File: src/rtl/coriolis_ker0_ostream_join_pkg.sv
// Shared definitions for the coriolis kernel-0 output-stream join and the
// write-back stage that unpacks its words.
package coriolis_ker0_ostream_join_pkg;

  // Width of an occupancy counter able to hold 0..depth inclusive.
  function automatic int unsigned fill_width(input int unsigned depth);
    return $clog2(depth) + 1;
  endfunction

  // Which stream lands in the upper half of a joined word.
  typedef enum logic {
    PACK_VN_MSB = 1'b0,
    PACK_UN_MSB = 1'b1
  } pack_order_e;

  // The write-back stage relies on this to split words back into un/vn.
  localparam pack_order_e PAIR_PACK_ORDER = PACK_UN_MSB;

endpackage

File: src/rtl/coriolis_ker0_ostream_join_ostream_fifo.sv
// Generic DEPTH x W synchronous circular FIFO with valid/ready on both sides.
// Input ready is derived from registered occupancy only, so a full FIFO
// refuses a push even when a pop happens in the same cycle.
module ostream_fifo
  import coriolis_ker0_ostream_join_pkg::*;
#(
  parameter int unsigned W     = 68,
  parameter int unsigned DEPTH = 16
) (
  input  logic                           clk,
  input  logic                           rst,
  input  logic                           in_valid,
  input  logic [W-1:0]                   in_data,
  output logic                           in_ready,
  output logic                           out_valid,
  output logic [W-1:0]                   out_data,
  input  logic                           out_ready,
  output logic [fill_width(DEPTH)-1:0]   fill
);

  localparam int unsigned AW = $clog2(DEPTH);
  localparam int unsigned FW = fill_width(DEPTH);

  logic [W-1:0]  mem_q [DEPTH];
  logic [AW-1:0] wptr_q, wptr_d;
  logic [AW-1:0] rptr_q, rptr_d;
  logic [FW-1:0] fill_q, fill_d;
  logic          push, pop;

  // Handshake decode and next-state for pointers and occupancy.
  always_comb begin
    in_ready  = (fill_q != FW'(DEPTH));
    out_valid = (fill_q != '0);
    push      = in_valid && in_ready;
    pop       = out_valid && out_ready;

    wptr_d = wptr_q;
    rptr_d = rptr_q;
    fill_d = fill_q;

    if (push) begin
      wptr_d = wptr_q + AW'(1);
    end
    if (pop) begin
      rptr_d = rptr_q + AW'(1);
    end

    unique case ({push, pop})
      2'b10:   fill_d = fill_q + FW'(1);
      2'b01:   fill_d = fill_q - FW'(1);
      default: fill_d = fill_q;
    endcase
  end

  // Pointer and occupancy registers; reset discards buffered words.
  always_ff @(posedge clk) begin
    if (rst) begin
      wptr_q <= '0;
      rptr_q <= '0;
      fill_q <= '0;
    end else begin
      wptr_q <= wptr_d;
      rptr_q <= rptr_d;
      fill_q <= fill_d;
    end
  end

  // Storage array; contents are left untouched by reset.
  always_ff @(posedge clk) begin
    if (push) begin
      mem_q[wptr_q] <= in_data;
    end
  end

  // Head word and occupancy presented to the consumer.
  always_comb begin
    out_data = mem_q[rptr_q];
    fill     = fill_q;
  end

endmodule

File: src/rtl/coriolis_ker0_ostream_join.sv
// Joins the coriolis kernel-0 un/vn output streams into one word per
// transfer, buffers them, and counts words delivered to write-back.
module coriolis_ker0_ostream_join
  import coriolis_ker0_ostream_join_pkg::*;
#(
  parameter int unsigned STREAMW = 34,
  parameter int unsigned DEPTH   = 16,
  parameter int unsigned NITEMS  = 1024,
  parameter int unsigned CNTW    = 32
) (
  input  logic                          clk,
  input  logic                          rst,
  input  logic                          ivalid,
  input  logic [STREAMW-1:0]            un_s0,
  input  logic [STREAMW-1:0]            vn_s0,
  output logic                          oready_un_s0,
  output logic                          oready_vn_s0,
  output logic                          ovalid,
  output logic [2*STREAMW-1:0]          odata,
  input  logic                          oready,
  output logic [fill_width(DEPTH)-1:0]  fill,
  output logic [CNTW-1:0]               count,
  output logic                          done
);

  localparam logic [CNTW-1:0] NITEMS_C = CNTW'(NITEMS);

  logic [2*STREAMW-1:0] join_word;
  logic                 fifo_in_ready;
  logic                 fifo_out_valid;
  logic                 out_xfer;
  logic [CNTW-1:0]      count_q, count_d;
  logic                 done_q, done_d;

  // Pack the stream pair in the order the write-back stage expects.
  always_comb begin
    if (PAIR_PACK_ORDER == PACK_UN_MSB) begin
      join_word = {un_s0, vn_s0};
    end else begin
      join_word = {vn_s0, un_s0};
    end
  end

  ostream_fifo #(
    .W     (2 * STREAMW),
    .DEPTH (DEPTH)
  ) u_fifo (
    .clk       (clk),
    .rst       (rst),
    .in_valid  (ivalid),
    .in_data   (join_word),
    .in_ready  (fifo_in_ready),
    .out_valid (fifo_out_valid),
    .out_data  (odata),
    .out_ready (oready),
    .fill      (fill)
  );

  // Both kernel streams share one valid, so they share one ready too.
  always_comb begin
    oready_un_s0 = fifo_in_ready;
    oready_vn_s0 = fifo_in_ready;
    ovalid       = fifo_out_valid;
  end

  // Saturating transfer counter and sticky completion flag.
  always_comb begin
    out_xfer = fifo_out_valid && oready;
    count_d  = count_q;
    if (out_xfer && (count_q != NITEMS_C)) begin
      count_d = count_q + CNTW'(1);
    end
    done_d = done_q || (count_q == NITEMS_C);
  end

  // Counter and done registers.
  always_ff @(posedge clk) begin
    if (rst) begin
      count_q <= '0;
      done_q  <= 1'b0;
    end else begin
      count_q <= count_d;
      done_q  <= done_d;
    end
  end

  // Expose counter state.
  always_comb begin
    count = count_q;
    done  = done_q;
  end

endmodule

File: config.mk
export PLATFORM = sky130hd
export DESIGN_NAME = coriolis_ker0_ostream_join
export DESIGN_NICKNAME = d
export VERILOG_FILES = /design/src/rtl/coriolis_ker0_ostream_join_pkg.sv /design/src/rtl/coriolis_ker0_ostream_join_ostream_fifo.sv /design/src/rtl/coriolis_ker0_ostream_join.sv
export SDC_FILE = /design/constraint.sdc
export NUM_CORES = 1
export LEC_CHECK = 0
export CAP_MARGIN = 10
export CORE_MARGIN = 5
export CORE_UTILIZATION = 35
export CTS_CLUSTER_DIAMETER = 120
export CTS_CLUSTER_SIZE = 8
export DETAILED_ROUTE_END_ITERATION = 8
export MAX_ROUTING_LAYER = met4
export PLACE_DENSITY = 0.49
export RECOVER_POWER = 25
export REMOVE_ABC_BUFFERS = 1
export SLEW_MARGIN = 20
export SYNTH_ARGS = -nofsm -noshare
export SYNTH_HDL_FRONTEND = slang
export SYNTH_HIERARCHICAL = 1
export SYNTH_SLANG_ARGS = --single-unit
File: constraint.sdc
create_clock -name clk -period 12.56 [get_ports clk]
set_input_delay 2.512 -clock clk [delete_from_list [all_inputs] [get_ports clk]]
set_output_delay 2.512 -clock clk [all_outputs]
set_load 0.1 [all_outputs]
==> qor.csv <==
metric;value;unit
status;finished with violations;
violations;capacitance limit, slew limit;
pwr-share-comb;21.3;%
synth_top_area_share;75.5;%
grtUsageMet2;27.5;%
via_per_inst;5.39;
p_seq_share;41.9;%
cts_tree;done;
numPortBuffers;180;
antenna_found_initial;28;
grt_max_degree;106;
fin_util;41.9;%
syn_area;43300;µm²
path_class;flip-flop to output port;
final_common_cell;edfxtp_1;
regToRegStartpoint;u_fifo/fill[2]$_SDFFE_PP0P_;
vias;21300;
crit_family;buffers and inverters;
root_buffer;clkbuf_16;
fmax;125;MHz
avgSynthCellArea;21.8;µm²
grt_overflow_total;0;
clkTransAtPathRegs;0.05;ns
rows;129;
hp-class;flip-flop to flip-flop;
fill_cells;10700;
total_power;10.4;mW
grt_pass1_vias;22900;
skew;0.0209;ns
rsz0062_at_grt;false;
htreeDepth;4;
grt_pass1_wl;160000;µm
switchingPower;3.09;mW
seq_area_frac_synth;77.8;%
die_w;362;µm
finalMaxSlewViolations;55;
routed_wl;110000;µm
critPathRequiredTime;10.05;ns
setup_viol;0;
final_cell_mix;edfxtp_1, mux4_2, clkbuf_16;
r2r_end;u_fifo/mem_q[9][41]$_DFFE_PP_;
worstMarginPinSlew;2.36;ns
p_sw_share;29.6;%
critical_path.max_fanout;60;
r2r_slack;8.57;ns
hold_viol_final;0;
power_frac_clock;36.8;%
io_pins;181;
ys_seq_elements;1138;
synth_cell_types;61;
globalRouteMet3Util;4.11;%
end_kind;output port;
setup_slack;4.59;ns
synth_area_leaders;edfxtp_1, mux4_2, a22oi_1;
crit_arrival;5.46;ns
clk_path_buf_depth;3;
cts_made_buffers;160;
drt_first_iter_violations;1614;
slowest_delay;1.24;ns
worst_path_max_delay_cell;clkdlybuf4s50_1;
synthCells;1986;
fp.coreArea;123000;µm²
relSlewSlack;-57.5;%
gr-usage-all-layers;17.3;%
met1_usage;22.6;%
worst-path-buf-inv;3;
drive_gt1_share;23.1;%
die_area;131000;µm²
place_hpwl;52700;µm
post_cts_buffers;0;
synth_edf_count;1088;
layout.nets;2345;
cp_common_cell;buf_4;
start_kind;flip-flop;
crit_chain;buf_4, buf_4, mux4_2, a22oi_1, nand2_1, clkdlybuf4s50_1;
yosysWarnings;6;
place_inst;3735;
drtPass1Iterations;5;
drtAntennaViolNets;0;
start_util;35.1;%
cts_resized;0;
syn_to_final_growth;19.2;%
place.gp.congestion;0.736;
reg2regPathDepth;5;
gr-max-usage-layer;met2;
synth_top_area_cell;edfxtp_1;
min_period;7.97;ns
drv_cap;1;
remaining_drc_errors;0;
path_depth;6;
async_flop_share;0;%
synth_ff_type;edfxtp_1;
die_h;362;µm
endpoint;odata[3];
period_share;63.5;%
post-place-ws;5.33;ns
clock_sinks;1138;
wl_per_cell;27.8;µm
ctsHoldBuffers;0;
ir_drop;138;µV
internal-power;7.35;mW
clkLatencyLatePin;0.75;ns
pwr_density_cell;202;nW/µm²
fin_cells;3950;
tns;0;ns
p_leak;16.0;nW
cell type report:
cell class	instances	area (µm²)	share of cell area, %
antenna	15	37.5	0.0727
clock buffer	187	4230	8.20
clock inverter	10	143	0.276
inverter	12	45.0	0.0873
multi-input combinational	728	9220	17.9
sequential	1138	33700	65.2
tap	1637	2050	3.97
timing repair buffer	223	2210	4.28
state kept, by name, summed over array words and instances (netlist names), named ones only:
signal / flops
u_fifo/fill: 5
done: 1
u_fifo/wptr_q: 4
u_fifo/mem_q: 1088
u_fifo/rptr_q: 4
count: 32
synthesized netlist by cell type, types with 3 or more instances:
cell type	number
xnor2_1	5
o2111ai_1	6
a21oi_1	8
nand4_2	3
o31ai_1	5
nor2_1	54
nand3_1	11
a22oi_1	136
and4_1	3
nand2_1	86
nor4_1	8
or3_1	3
inv_1	11
nor2b_1	6
o21ai_0	3
o211ai_1	5
mux2i_1	4
nor3_1	10
o21a_1	3
mux4_2	272
ha_1	10
buf_1	6
nand4_1	12
xor2_1	23
dfxtp_1	50
edfxtp_1	1088
buf_4	9
buf_2	31
and2_1	5
clkbuf_1	60
or4_1	7
and3_1	6
power by group through the flow:
stage	logic (mW)	registers [mW]	clock network, mW
after detailed placement	2.27	4.45	0
after global routing	2.35	4.38	4.12
after floorplan	1.84	4.62	0
after global placement	2.25	4.44	0
final	2.23	4.37	3.84
after CTS	2.27	4.37	3.96
logic make-up after synthesis:
kind of cell | after synthesis | synth area share (%)
adders and majority gates | 10 | 0.289
and+or+nand+nor | 231 | 2.70
AOI/OAI and AO/OA | 183 | 3.19
muxes | 276 | 14.2
buffers and inverters | 120 | 1.24
xor gates and xnor gates | 28 | 0.566
DFF | 1138 | 77.8
per-layer routing:
metal  share of wire (%)  up-vias  wire [µm]
li1                    -     8902          -
met1                  43    11600      47000
met2                  49      630      53900
met3                 6.0      176       6580
met4                 2.2        0       2380
met5                   0        -          0
per-stage QoR:
stage,hold slack [ns],instance area [µm²]
6_report,0.490,51600
5_1_grt,0.552,51600
4_1_cts,0.487,51500
3_5_place_dp,0.470,47100
3_3_place_gp,0.463,47100
2_1_floorplan,0.495,42800
worst min-delay path by stage:
stage / startpoint / to / cells past startpoint
detailed placement: done$_SDFF_PP0_ / done$_SDFF_PP0_ / 2
floorplan: u_fifo/rptr_q[2]$_SDFFE_PP0P_ / flip-flop / 2
finish: done$_SDFF_PP0_ / done$_SDFF_PP0_ / 2
global route: done$_SDFF_PP0_ / done$_SDFF_PP0_ / 2
CTS: done$_SDFF_PP0_ / done$_SDFF_PP0_ / 2
global placement: done$_SDFF_PP0_ / done$_SDFF_PP0_ / 2
worst min-delay path, cell delays in order, from the launching register on:
cell     delay, ns
dfxtp_1       0.33
nor2_1        0.05
nor2_1        0.08
(Power assumes the default switching activity.)
